<file path="src/rtl/remote_comm.sv">
// rtl/remote_comm.sv - host-side UART link: 16-bit command sender and 8-bit response receiver
module remote_comm #(
  parameter int BAUD_DIV = 434
) (
  input  logic        clk,
  input  logic        rst_n,
  input  logic [15:0] cmd,
  input  logic        snd_cmd,
  output logic        busy,
  output logic        cmd_snt,
  output logic        TX,
  input  logic        RX,
  output logic [7:0]  resp,
  output logic        resp_rdy,
  input  logic        clr_resp_rdy,
  output logic        frm_err
);

  localparam int            CW        = $clog2(BAUD_DIV) + 1;
  localparam logic [CW-1:0] BAUD_LAST = CW'(BAUD_DIV - 1);
  localparam logic [CW-1:0] BAUD_HALF = CW'(BAUD_DIV / 2);

  typedef enum logic [1:0] {TX_IDLE, TX_HIGH, TX_LOW} tx_state_t;
  typedef enum logic [1:0] {RX_IDLE, RX_START, RX_DATA, RX_STOP} rx_state_t;

  tx_state_t     tx_state, tx_nxt;
  logic [CW-1:0] tx_baud;
  logic [3:0]    tx_bits;
  logic [9:0]    tx_shift;
  logic [7:0]    cmd_lo;
  logic          accept;
  logic          tx_frame_end;

  rx_state_t     rx_state, rx_nxt;
  logic          rx_meta, rx_sync, rx_prev;
  logic [CW-1:0] rx_baud;
  logic [3:0]    rx_bits;
  logic [7:0]    rx_shift;
  logic          rx_wait;
  logic          rx_fall, rx_tick, rx_good_stop, rx_bad_stop;

  // ---------------- transmit side ----------------

  assign accept       = snd_cmd && (tx_state == TX_IDLE);
  assign tx_frame_end = (tx_baud == '0) && (tx_bits == 4'd9);
  assign busy         = (tx_state != TX_IDLE);
  // Shift register idles all-ones, so the line is high whenever nothing is framed.
  assign TX           = tx_shift[0];

  // TX state register
  always_ff @(posedge clk or negedge rst_n) begin
    if (!rst_n) tx_state <= TX_IDLE;
    else        tx_state <= tx_nxt;
  end

  // TX next state: high byte frame, then low byte frame back-to-back, then idle
  always_comb begin
    tx_nxt = tx_state;
    case (tx_state)
      TX_IDLE: if (accept)       tx_nxt = TX_HIGH;
      TX_HIGH: if (tx_frame_end) tx_nxt = TX_LOW;
      TX_LOW:  if (tx_frame_end) tx_nxt = TX_IDLE;
      default:                   tx_nxt = TX_IDLE;
    endcase
  end

  // TX datapath: baud countdown, bit shifting, low-byte reload and completion flag
  always_ff @(posedge clk or negedge rst_n) begin
    if (!rst_n) begin
      tx_shift <= '1;
      tx_baud  <= '0;
      tx_bits  <= '0;
      cmd_lo   <= '0;
      cmd_snt  <= 1'b0;
    end else if (accept) begin
      cmd_lo   <= cmd[7:0];
      tx_shift <= {1'b1, cmd[15:8], 1'b0};
      tx_baud  <= BAUD_LAST;
      tx_bits  <= '0;
      cmd_snt  <= 1'b0;
    end else if (tx_state != TX_IDLE) begin
      if (tx_baud != '0) begin
        tx_baud <= tx_baud - CW'(1);
      end else begin
        tx_baud <= BAUD_LAST;
        if (tx_bits == 4'd9) begin
          tx_bits <= '0;
          if (tx_state == TX_HIGH) begin
            tx_shift <= {1'b1, cmd_lo, 1'b0};
          end else begin
            tx_shift <= '1;
            cmd_snt  <= 1'b1;
          end
        end else begin
          tx_shift <= {1'b1, tx_shift[9:1]};
          tx_bits  <= tx_bits + 4'd1;
        end
      end
    end
  end

  // ---------------- receive side ----------------

  assign rx_fall      = rx_prev && !rx_sync;
  assign rx_tick      = (rx_baud == '0);
  assign rx_good_stop = (rx_state == RX_STOP) && !rx_wait && rx_tick && rx_sync;
  assign rx_bad_stop  = (rx_state == RX_STOP) && !rx_wait && rx_tick && !rx_sync;

  // Two-flop synchronizer plus a history flop for falling-edge detection
  always_ff @(posedge clk or negedge rst_n) begin
    if (!rst_n) begin
      rx_meta <= 1'b1;
      rx_sync <= 1'b1;
      rx_prev <= 1'b1;
    end else begin
      rx_meta <= RX;
      rx_sync <= rx_meta;
      rx_prev <= rx_sync;
    end
  end

  // RX state register
  always_ff @(posedge clk or negedge rst_n) begin
    if (!rst_n) rx_state <= RX_IDLE;
    else        rx_state <= rx_nxt;
  end

  // RX next state: a bad stop bit parks in STOP until the line returns high
  always_comb begin
    rx_nxt = rx_state;
    case (rx_state)
      RX_IDLE:  if (rx_fall) rx_nxt = RX_START;
      RX_START: if (rx_tick) rx_nxt = rx_sync ? RX_IDLE : RX_DATA;
      RX_DATA:  if (rx_tick && (rx_bits == 4'd7)) rx_nxt = RX_STOP;
      RX_STOP:  if (rx_wait ? rx_sync : (rx_tick && rx_sync)) rx_nxt = RX_IDLE;
      default:  rx_nxt = RX_IDLE;
    endcase
  end

  // RX datapath: half-bit alignment, mid-bit sampling, LSB-first shifting
  always_ff @(posedge clk or negedge rst_n) begin
    if (!rst_n) begin
      rx_baud  <= '0;
      rx_bits  <= '0;
      rx_shift <= '0;
      rx_wait  <= 1'b0;
    end else if (rx_state == RX_IDLE) begin
      rx_wait <= 1'b0;
      if (rx_fall) rx_baud <= BAUD_HALF;
    end else begin
      if (!rx_wait) begin
        if (rx_tick) rx_baud <= BAUD_LAST;
        else         rx_baud <= rx_baud - CW'(1);
      end
      if (rx_state == RX_START) rx_bits <= '0;
      if ((rx_state == RX_DATA) && rx_tick) begin
        rx_shift <= {rx_sync, rx_shift[7:1]};
        rx_bits  <= rx_bits + 4'd1;
      end
      if (rx_bad_stop) rx_wait <= 1'b1;
    end
  end

  // Response outputs: a good byte's set takes priority over any clear in the same cycle
  always_ff @(posedge clk or negedge rst_n) begin
    if (!rst_n) begin
      resp     <= 8'h00;
      resp_rdy <= 1'b0;
      frm_err  <= 1'b0;
    end else begin
      frm_err <= rx_bad_stop;
      if (rx_good_stop) begin
        resp     <= rx_shift;
        resp_rdy <= 1'b1;
      end else if (clr_resp_rdy || accept) begin
        resp_rdy <= 1'b0;
      end
    end
  end

endmodule

</file>
<file path="config.mk">
export PLATFORM = sky130hd
export DESIGN_NAME = remote_comm
export DESIGN_NICKNAME = d
export VERILOG_FILES = /design/src/rtl/remote_comm.sv
export SDC_FILE = /design/constraint.sdc
export NUM_CORES = 1
export LEC_CHECK = 0
export ABC_CLOCK_PERIOD_IN_PS = 4650
export CAP_MARGIN = 20
export CORE_MARGIN = 10
export CORE_UTILIZATION = 61
export DETAILED_ROUTE_END_ITERATION = 12
export GPL_TIMING_DRIVEN = 0
export MAX_ROUTING_LAYER = met4
export PLACE_DENSITY = 0.92
export SLEW_MARGIN = 30
export SYNTH_ARGS = -nofsm -noshare
export SYNTH_HDL_FRONTEND = slang
export SYNTH_SLANG_ARGS = --single-unit
</file>
<file path="constraint.sdc">
create_clock -name clk -period 4.65 [get_ports clk]
set_input_delay 1.1625 -clock clk [delete_from_list [all_inputs] [get_ports clk]]
set_output_delay 1.1625 -clock clk [all_outputs]
set_load 0.02 [all_outputs]
</file>
==> results.yml <==
setup_path:
  critPathKind: "flip-flop to primary output"
  critical_path.max_fanout: 8
  crit_path_start_kind: "flip-flop"
  r2r_setup_slack_ns: 2.34
  required_ns: 3.49
  critPathCaptureType: "primary output"
  critPathArrivalTime_ns: 2.14
synth:
  ys_dominant_reg_cell: "dfrtp_1"
  synth_edf_count: 0
  synth_seq_cells: 72
  syn_avg_cell_area_um2: 10.2
  synth_cells: 340
  synthesis.area_um2: 3470
  ys_seq_area_share_pct: 52.4
  ys_types: 54
  synth.yosys.warnings: 0
  async_flop_share_pct: 100
  syn-num-nets: 366
route:
  dr_total_vias: 2750
  wire_per_inst_um: 16.2
  dr.pass1.iters: 5
  drc: 0
  drt_iter0_drc: 118
  wirelength_um: 7500
  ant_nets: 0
  vias_per_cell: 5.95
global_routing:
  antenna_found_initial: 0
  grt_max_degree: 51
  gr-usage-met2_pct: 29.9
  gr-total-overflow: 0
  use_met3_pct: 3.53
  grt_pass1_vias: 2773
  grt_pass1_wl_um: 12900
  use_met1_pct: 21.4
  busiest_layer: "met2"
  grt.total_usage_pct: 18.2
placed_design:
  gp_congestion: 0.926
  place_area_um2: 3910
  place_ws_ns: 1.77
  dpl.hpwl_um: 5220
  port_buffers: 33
sta:
  final_max_slew_viol_count: 0
  finalSetupViolations: 0
  fmaxAchievable_ghz: 0.303
  skew_ns: 0.0137
  slew_headroom_pct: 48.1
  post-route-min-period_ns: 3.30
  worstMarginPinSlew_ns: 0.772
  fin_crit_sh_pct: 71.1
  rsz0062_at_grt: "no"
  hold_viol: 0
  final.setup.tns_ns: 0
  fin_ws_ns: 1.35
final_layout:
  mostFrequentLayoutCell: "dfrtp_1"
  layout.nets: 411
  final_cell_mix: "60 x dfrtp_1, 43 x nand2_1, 32 x clkdlybuf4s50_1"
  layout-drive-gt1-share_pct: 12.1
  fin_area_um2: 4100
  fill_cells: 391
  diodes: 0
  syn_to_final_growth_pct: 18.2
cts:
  postCtsSetupBuffers: 0
  cts_buffers: 9
  cts_max_level: 3
  root_buffer: "clkbuf_8"
  holdBufCountCts: 0
  clk_path_buf_depth: 2
  clock_latency_ns: 0.37
  numClockSinks: 72
  cts.clk_slew.worst_paths_ns: 0.08
  cts_resized: 0
  cts_tree: "built"
floorplanning:
  dieArea_um2: 9100
  die_w_um: 95.4
  core_area_um2: 5510
  start_util_pct: 63.0
  row_count: 27
  pin_count: 34
  die_h_um: 95.4
pwr:
  ir_drop_mv: 0.306
  pwr_density_cell_nw_per_um2: 402
  leakagePower_nw: 1.80
job:
  drv_cap: 0
worst_hold_path:
  hold_class: "flip-flop to flip-flop"
outcome:
  status: "complete, no violations"
final cells by class:
class | instances | area, um^2 | share of cell area, %
Tap cell | 72 | 90.1 | 2.20
Timing Repair Buffer | 34 | 355 | 8.67
Buffer | 15 | 72.6 | 1.77
Clock inverter | 7 | 61.3 | 1.50
Clock buffer | 9 | 124 | 3.02
Multi-Input combinational cell | 243 | 1540 | 37.6
Sequential cell | 72 | 1820 | 44.3
Inverter | 10 | 37.5 | 0.916
sequential cells by signal (all words and copies together) (netlist names), named ones only:
name	count
cmd_snt	1
rx_bits	4
cmd_lo	8
tx_baud	10
tx_shift	9
rx_prev	1
frm_err	1
rx_sync	1
rx_wait	1
resp	8
tx_state	2
rx_meta	1
resp_rdy	1
rx_baud	10
rx_shift	8
tx_bits	4
rx_state	1
critical path, cell delays in order (launching register included):
cell	delay (ns)
dfrtp_1	0.42
nor2_1	0.55
inv_2	0.22
clkdlybuf4s50_1	0.60
metal layers:
layer	part of all wire, %	vias up
li1	-	1320
met1	43	1327
met2	50	93
met3	5.3	10
met4	1.8	0
met5	0	-
report_power, final:
group / leakage [nW] / total (mW) / switching [mW] / internal (mW)
clock network: 0.0888 / 0.475 / 0.271 / 0.204
registers: 0.888 / 0.804 / 0.0922 / 0.711
logic: 0.820 / 0.369 / 0.208 / 0.161
through the flow:
stage / utilization, % / cells / hold slack, ns / power (mW)
3_3_place_gp: 70.6 / 445 / 0.348 / 1.15
3_5_place_dp: 71.1 / 446 / 0.351 / 1.18
2_1_floorplan: - / 340 / 0.345 / 1.07
4_1_cts: 74.4 / 462 / 0.360 / 1.65
6_report: 74.4 / 462 / 0.358 / 1.65
5_1_grt: 74.4 / 462 / 0.367 / 1.75
synthesized netlist by cell type, drive strengths merged (10+ instances only):
cell / number / area, um^2
inv: 10 / 37.5
a21oi: 14 / 70.1
dfrtp: 60 / 1500
o21ai: 24 / 120
dfstp: 12 / 315
nand2: 43 / 161
clkbuf: 12 / 45.0
o211ai: 11 / 82.6
or3: 14 / 87.6
mux2: 16 / 180
nor2: 17 / 66.3
nand3: 26 / 135
cells by family after synthesis:
logic type	share of synthesized area (%)
muxes	6.64
and+or+nand+nor	21.9
xor gates and xnor gates	0.505
DFF	52.4
buffers and inverters	3.17
AOI/OAI and AO/OA	13.6
adders and majority gates	1.80
final timing paths:
| check | from | cells after the start | to |
|---|---|---|---|
| setup / recovery | tx_state[1]$_DFFE_PN0P_ | 3 | busy |
| hold / removal | rx_meta$_DFF_PN1_ | 0 | rx_sync$_DFF_PN1_ |
| setup reg to reg | rx_baud[0]$_DFFE_PN0P_ | 7 | resp[6]$_DFFE_PN0P_ |
| hold reg to reg | rx_meta$_DFF_PN1_ | 0 | rx_sync$_DFF_PN1_ |
| max in group asynchronous | rst_n | 2 | tx_shift[2]$_DFFE_PN1P_ |
| min in group asynchronous | rst_n | 1 | rx_shift[7]$_DFFE_PN0P_ |
Power figures use the tool's default switching activity.
